File: src/rtl/dac_seg_v1p5.sv
// dac_seg_v1p5: saturate, mute-ramp and segment a signed code into weight-4 (VB) and unit (VC) counts.
// Define SEG_DITHER_EN to add LFSR dither on the VC == -2 split.
module dac_seg_v1p5 #(
    parameter int          RAMP_STEP = 1,
    parameter logic [15:0] SEED      = 16'hACE1
) (
    input  logic              clk,
    input  logic              rst,
    input  logic              clk_en,
    input  logic              mute,
    input  logic signed [7:0] din,
    output logic signed [5:0] VB,
    output logic signed [3:0] VC,
    output logic              sat_flag,
    output logic [15:0]       sat_cnt,
    output logic              muted
);
    typedef enum logic [1:0] {S_MUTED, S_UP, S_RUN, S_DOWN} state_t;
    state_t            state_q, state_d;
    logic [6:0]        lim_q, lim_d, lim_up, lim_dn;
    logic [7:0]        up_sum;
    logic signed [7:0] s, y, lim_s, y1_q, q, vb_c, vc_c, vb_f, vc_f;
    logic              clip, clip1_q, dith;

    if (RAMP_STEP < 1 || RAMP_STEP > 78) begin : g_bad_step
        $error("RAMP_STEP must be within 1..78");
    end
    if (SEED == 16'h0) begin : g_bad_seed
        $error("SEED must be non-zero");
    end

    always_ff @(posedge clk) begin
        if (rst) begin
            state_q <= S_MUTED;
            lim_q   <= '0;
        end else if (clk_en) begin
            state_q <= state_d;
            lim_q   <= lim_d;
        end
    end

    // A mute change mid-ramp reverses direction without moving the limit that cycle.
    always_comb begin
        up_sum  = {1'b0, lim_q} + 8'(RAMP_STEP);
        lim_up  = (up_sum >= 8'd78) ? 7'd78 : up_sum[6:0];
        lim_dn  = (lim_q <= 7'(RAMP_STEP)) ? 7'd0 : lim_q - 7'(RAMP_STEP);
        state_d = state_q;
        lim_d   = lim_q;
        case (state_q)
            S_MUTED: state_d = mute ? S_MUTED : S_UP;
            S_UP: begin
                lim_d   = mute ? lim_q : lim_up;
                state_d = mute ? S_DOWN : ((lim_up == 7'd78) ? S_RUN : S_UP);
            end
            S_RUN: state_d = mute ? S_DOWN : S_RUN;
            default: begin
                lim_d   = mute ? lim_dn : lim_q;
                state_d = !mute ? S_UP : ((lim_dn == 7'd0) ? S_MUTED : S_DOWN);
            end
        endcase
    end

    always_comb muted = (state_q == S_MUTED);

    always_comb begin
        lim_s = signed'({1'b0, lim_q});
        s     = (din > 8'sd78) ? 8'sd78 : (din < -8'sd78) ? -8'sd78 : din;
        y     = (s > lim_s) ? lim_s : (s < -lim_s) ? -lim_s : s;
        clip  = (s != din) || (y != s);
    end

    always_ff @(posedge clk) begin
        if (rst) begin
            y1_q    <= '0;
            clip1_q <= 1'b0;
        end else if (clk_en) begin
            y1_q    <= y;
            clip1_q <= clip;
        end
    end

    always_comb begin
        q    = (y1_q + 8'sd2) >>> 2;
        vb_c = (q > 8'sd18) ? 8'sd18 : (q < -8'sd18) ? -8'sd18 : q;
        vc_c = y1_q - (vb_c <<< 2);
    end

`ifdef SEG_DITHER_EN
    logic [15:0] lfsr_q;
    always_ff @(posedge clk) begin
        if (rst) lfsr_q <= SEED;
        else if (clk_en) lfsr_q <= {lfsr_q[0] ^ lfsr_q[2] ^ lfsr_q[3] ^ lfsr_q[5], lfsr_q[15:1]};
    end
    assign dith = lfsr_q[0] && (vc_c == -8'sd2) && (vb_c > -8'sd18);
`else
    assign dith = 1'b0;
`endif

    always_comb begin
        vb_f = dith ? vb_c - 8'sd1 : vb_c;
        vc_f = dith ? vc_c + 8'sd4 : vc_c;
    end

    always_ff @(posedge clk) begin
        if (rst) begin
            VB       <= '0;
            VC       <= '0;
            sat_flag <= 1'b0;
            sat_cnt  <= '0;
        end else if (clk_en) begin
            VB       <= 6'(vb_f);
            VC       <= 4'(vc_f);
            sat_flag <= clip1_q;
            if (clip1_q && sat_cnt != 16'hFFFF) sat_cnt <= sat_cnt + 16'd1;
        end
    end
endmodule

File: config.mk
export PLATFORM = sky130hd
export DESIGN_NAME = dac_seg_v1p5
export DESIGN_NICKNAME = d
export VERILOG_FILES = /design/src/rtl/dac_seg_v1p5.sv
export SDC_FILE = /design/constraint.sdc
export NUM_CORES = 1
export LEC_CHECK = 0
export BUFFER_PORTS_ARGS = -buffer_cell sky130_fd_sc_hd__buf_2
export CORE_MARGIN = 8
export CORE_UTILIZATION = 50
export CTS_CLUSTER_SIZE = 12
export DETAILED_ROUTE_END_ITERATION = 10
export PLACE_DENSITY_LB_ADDON = 0.2
export SETUP_SLACK_MARGIN = 0.05
export SLEW_MARGIN = 20
export SYNTH_ARGS = -nofsm -noshare
export SYNTH_HDL_FRONTEND = slang
export SYNTH_SLANG_ARGS = --single-unit
File: constraint.sdc
create_clock -name clk -period 5.88 [get_ports clk]
set_input_delay 0.882 -clock clk [delete_from_list [all_inputs] [get_ports clk]]
set_output_delay 0.882 -clock clk [all_outputs]
set_load 0.02 [all_outputs]
==> metrics.txt <==
# TYPE chip_impl_metric gauge
chip_impl_metric{name="core-area",unit="µm²"} 6756
chip_impl_metric{name="overall_routed_net_length",unit="µm"} 8743
chip_impl_info{name="crit_path_end",value="y1_q[6]"} 1
chip_impl_metric{name="synth-adder-area-share",unit="%"} 7.611
chip_impl_info{name="setup.worst_path.class",value="flop to flop"} 1
chip_impl_metric{name="max_cap_violations",unit=""} 0
chip_impl_metric{name="drt_pre_antenna_iters",unit=""} 5
chip_impl_metric{name="power_frac_seq",unit="%"} 41.2
chip_impl_metric{name="clk_pin_slew",unit="ps"} 80
chip_impl_metric{name="asyncSetResetFlopFracSynth",unit="%"} 0
chip_impl_info{name="critPathMostFrequentCell",value="a21oi_1"} 1
chip_impl_metric{name="yosys.area_share.xor_xnor",unit="%"} 7.611
chip_impl_metric{name="power_per_cell_area",unit="nW/µm²"} 224.5
chip_impl_metric{name="worstPathMaxFanout",unit=""} 17
chip_impl_metric{name="synth.cell_area",unit="µm²"} 3452
chip_impl_info{name="worst_path_max_delay_cell",value="dfxtp_1"} 1
chip_impl_metric{name="pre_cts_ws",unit="ps"} 1573
chip_impl_metric{name="netlist_instances",unit=""} 456
chip_impl_metric{name="via_count_of_the_first_global_routing_pass",unit=""} 3088
chip_impl_info{name="timing.critical_path.from_type",value="flop"} 1
chip_impl_metric{name="internal",unit="W"} 0.0005348
chip_impl_metric{name="io_buffers",unit=""} 39
chip_impl_metric{name="post_route_cells_drive_above_1_share",unit="%"} 12.21
chip_impl_info{name="r2r-start",value="lim_q[0]"} 1
chip_impl_metric{name="globalRoute.totalOverflow",unit=""} 0
chip_impl_info{name="end_kind",value="flop"} 1
chip_impl_metric{name="number_of_top_level_design_ports",unit=""} 40
chip_impl_metric{name="post-cts-setup-buffer-count",unit=""} 0
chip_impl_metric{name="die_area",unit="µm²"} 9819
chip_impl_metric{name="fmax",unit="MHz"} 239.7
chip_impl_metric{name="setup_viol",unit=""} 0
chip_impl_metric{name="synth_edf_count",unit=""} 0
chip_impl_metric{name="globalRouteMet1Util",unit="%"} 23.32
chip_impl_info{name="post-synth-top-count-cell",value="nor2_1"} 1
chip_impl_info{name="globalRoute.busiestLayer",value="met2"} 1
chip_impl_metric{name="cts_max_level",unit=""} 2
chip_impl_metric{name="fin_crit_sh",unit="%"} 70.95
chip_impl_metric{name="net_switching_power",unit="W"} 0.0002991
chip_impl_metric{name="worst-r2r-setup-slack",unit="ps"} 1710
chip_impl_metric{name="synth_compound_gate_area_share",unit="%"} 24.68
chip_impl_metric{name="drt_iter0_markers",unit=""} 197
chip_impl_metric{name="area_delta_synth_final",unit="%"} 7.611
chip_impl_metric{name="data_arrival_time_at_the_worst_slack_endpoint",unit="ps"} 4390
chip_impl_metric{name="dieHeight",unit="µm"} 99.09
chip_impl_metric{name="postCtsResizedCells",unit=""} 0
chip_impl_metric{name="synth_simple_gate_area_share",unit="%"} 23.96
chip_impl_metric{name="rr_worst_depth",unit=""} 12
chip_impl_metric{name="synth.top_cell.area_share",unit="%"} 26.10
chip_impl_metric{name="chipWidth",unit="µm"} 99.09
chip_impl_info{name="yosys-top-cells-area",value="dfxtp_1 (26%), ha_1 (7.6%), nor2_1 (7.0%)"} 1
chip_impl_info{name="hold_path_class",value="flop to flop"} 1
chip_impl_metric{name="total_leakage_power",unit="nW"} 1.444
chip_impl_metric{name="critical_path_buf_inv_count",unit=""} 1
chip_impl_metric{name="grt.met3_usage",unit="%"} 2.933
chip_impl_metric{name="post_synthesis_sequential_element_count",unit=""} 45
chip_impl_metric{name="clock-sinks",unit=""} 45
chip_impl_metric{name="gp_congestion",unit=""} 0.9627
chip_impl_info{name="unrepaired_setup_endpoints_after_global_routing",value="false"} 1
chip_impl_metric{name="row_count",unit=""} 30
chip_impl_metric{name="synthDistinctLibCells",unit=""} 60
chip_impl_metric{name="netSwitchingFraction",unit="%"} 35.87
chip_impl_info{name="synthTopCellsByCount",value="nor2_1 (64), dfxtp_1 (45), nand2_1 (36), a21oi_1 (32), o21ai_0 (24)"} 1
chip_impl_info{name="cts-root-buf",value="clkbuf_8"} 1
chip_impl_metric{name="finalMaxSlewViolations",unit=""} 0
chip_impl_metric{name="required",unit="ps"} 6090
chip_impl_metric{name="route.antenna.remaining_nets",unit=""} 0
chip_impl_metric{name="final_hold_viol_count",unit=""} 0
chip_impl_metric{name="timing.hold.worst_path_depth",unit=""} 2
chip_impl_metric{name="power_frac_comb",unit="%"} 35.4
chip_impl_metric{name="worst_path_largest_cell_delay",unit="ps"} 730
chip_impl_metric{name="timing.slew.headroom",unit="%"} 40.39
chip_impl_metric{name="detail_route.wl_per_cell",unit="µm"} 15.75
chip_impl_metric{name="hold_buffers",unit=""} 0
chip_impl_metric{name="timing.final.ws_setup",unit="ps"} 1708
chip_impl_metric{name="dpl.hpwl",unit="µm"} 6526
chip_impl_metric{name="power_frac_clock",unit="%"} 23.4
chip_impl_metric{name="cts.path.max_buffers",unit=""} 2
chip_impl_metric{name="worstSetupPathDepth",unit=""} 12
chip_impl_metric{name="clock_network_latency_to_the_later_pin_of_the_worst_skew_pair",unit="ps"} 300
chip_impl_metric{name="grt_use_total",unit="%"} 17.62
chip_impl_metric{name="num-nets-final",unit=""} 508
chip_impl_metric{name="clock_skew",unit="ps"} 5.618
chip_impl_metric{name="drc_errors",unit=""} 0
chip_impl_info{name="synth.largest_area_cell",value="dfxtp_1"} 1
chip_impl_metric{name="seq_area_frac_synth",unit="%"} 26.10
chip_impl_metric{name="antenna_found_initial",unit=""} 0
chip_impl_metric{name="vdd_ir_drop_max",unit="µV"} 137.5
chip_impl_metric{name="via_count",unit=""} 3319
chip_impl_metric{name="maximum_number_of_pins_on_one_net_before_global_route_repair",unit=""} 47
chip_impl_info{name="critical_path.top_delay_family",value="compound AO/OA/AOI/OAI gates"} 1
chip_impl_metric{name="post_drt_via_cell_ratio",unit=""} 5.980
chip_impl_metric{name="global_route_wire_length_before_repair",unit="µm"} 14520
chip_impl_metric{name="antenna_cells_inserted",unit=""} 0
chip_impl_metric{name="ys.warnings.count",unit=""} 0
chip_impl_metric{name="tightestPinTransition",unit="ps"} 894.2
chip_impl_info{name="worst_setup_path_startpoint",value="lim_q[0]"} 1
chip_impl_metric{name="filler_cell_count",unit=""} 683
chip_impl_info{name="path_cells",value="inv_1, ha_1, and3_1, xnor2_1, ha_1, a21oi_1, a21oi_1, a211oi_2, nor2_1, a211oi_1, a21oi_1, a211oi_2"} 1
chip_impl_metric{name="fin_setup_tns",unit="ps"} 0
chip_impl_info{name="cts_tree",value="yes"} 1
chip_impl_metric{name="synth.avg_cell_area",unit="µm²"} 7.570
chip_impl_metric{name="globalRouteMet2Util",unit="%"} 28.74
chip_impl_info{name="synth_top_flop_cell",value="dfxtp_1"} 1
chip_impl_metric{name="final_period_minus_worst_setup_slack",unit="ps"} 4172
chip_impl_info{name="synth_top_family_by_area",value="compound AO/OA/AOI/OAI gates"} 1
chip_impl_info{name="outcome",value="completed"} 1
chip_impl_metric{name="syn-num-nets",unit=""} 489
chip_impl_metric{name="numCtsBuffers",unit=""} 5
chip_impl_info{name="rr_endpoint",value="y1_q[6]"} 1
chip_impl_metric{name="floorplan.initialDensity",unit="%"} 51.09
chip_impl_metric{name="muxShareOfSynthArea",unit="%"} 4.096
==> worst min-delay path: cells and delay by family, from the launching register on <==
family | cells | cell delay [ps]
AOI/OAI and AO/OA | 1 | 50
DFF | 1 | 330
and+or+nand+nor | 1 | 60
==> layer usage <==
metal / vias to the layer above / share of wire, %
met3: 14 / 5.6
met1: 1542 / 46
li1: 1677 / -
met4: 0 / 1.6
met2: 86 / 47
met5: - / 0
==> cell families (layout without fill, tap and decap cells) <==
kind of cell,count (synthesis),after routing
simple gates,174,174
compound gates,124,124
buf+inv,48,67
flops,45,45
xor+xnor,30,30
fa+ha+maj,21,21
mux,14,14
==> state kept, by name (all words and copies together), names as in the netlist <==
signal / flops
VC: 4
sat_cnt: 16
clip1_q: 1
y1_q: 8
sat_flag: 1
VB: 6
lim_q: 7
state_q: 2
==> worst min-delay path by stage <==
stage	slack, ps	startpoint	to
after floorplan	450	clip1_q	sat_flag
after global placement	470	VB[0]	VB[0]
after detailed placement	470	VC[2]	VC[2]
after CTS	480	VC[2]	VC[2]
after global routing	490	VB[0]	VB[0]
final	480	clip1_q	sat_flag
==> power by group through the flow <==
| stage | logic, W | clock network (W) | registers, W |
|---|---|---|---|
| after floorplan | 0.000230 | 0 | 0.000352 |
| after global placement | 0.000288 | 0 | 0.000350 |
| after detailed placement | 0.000291 | 0 | 0.000350 |
| after CTS | 0.000293 | 0.000202 | 0.000343 |
| after global routing | 0.000327 | 0.000217 | 0.000346 |
| final | 0.000295 | 0.000195 | 0.000343 |
==> cell type report <==
| cell class | instances | area (µm²) | share of cell area, % |
|---|---|---|---|
| Clock buffer | 6 | 82.58 | 2.223 |
| Timing Repair Buffer | 40 | 202.7 | 5.456 |
| Multi-Input combinational cell | 363 | 2346 | 63.15 |
| Clock inverter | 1 | 7.507 | 0.2021 |
| Sequential cell | 45 | 900.9 | 24.25 |
| Inverter | 20 | 75.07 | 2.021 |
| Tap cell | 80 | 100.1 | 2.695 |
==> through the flow <==
step	std cells	util, %	hold slack [ps]	total power (W)	cell area (µm²)
after floorplan	456	-	449.4	0.0005821	3452
after global placement	548	53.65	467.3	0.0006374	3625
after detailed placement	548	53.65	469.9	0.0006417	3625
after CTS	555	54.98	481.7	0.0008386	3715
after global routing	555	54.98	492.7	0.0008898	3715
final	555	54.98	482.7	0.0008340	3715
==> placed cells by master, fill, tap and decap left out, drive strengths merged, types with 7 or more instances in the layout <==
cell    instances
nor2           64
a21oi          32
nor3           10
buf            40
o21ai          26
xnor2          16
ha             21
mux2i          13
nand2b         10
dfxtp          45
nand2          36
nand3          16
xor2           14
or3             7
inv            20
a211oi         13
No activity file was read; power rests on OpenSTA's default activity.
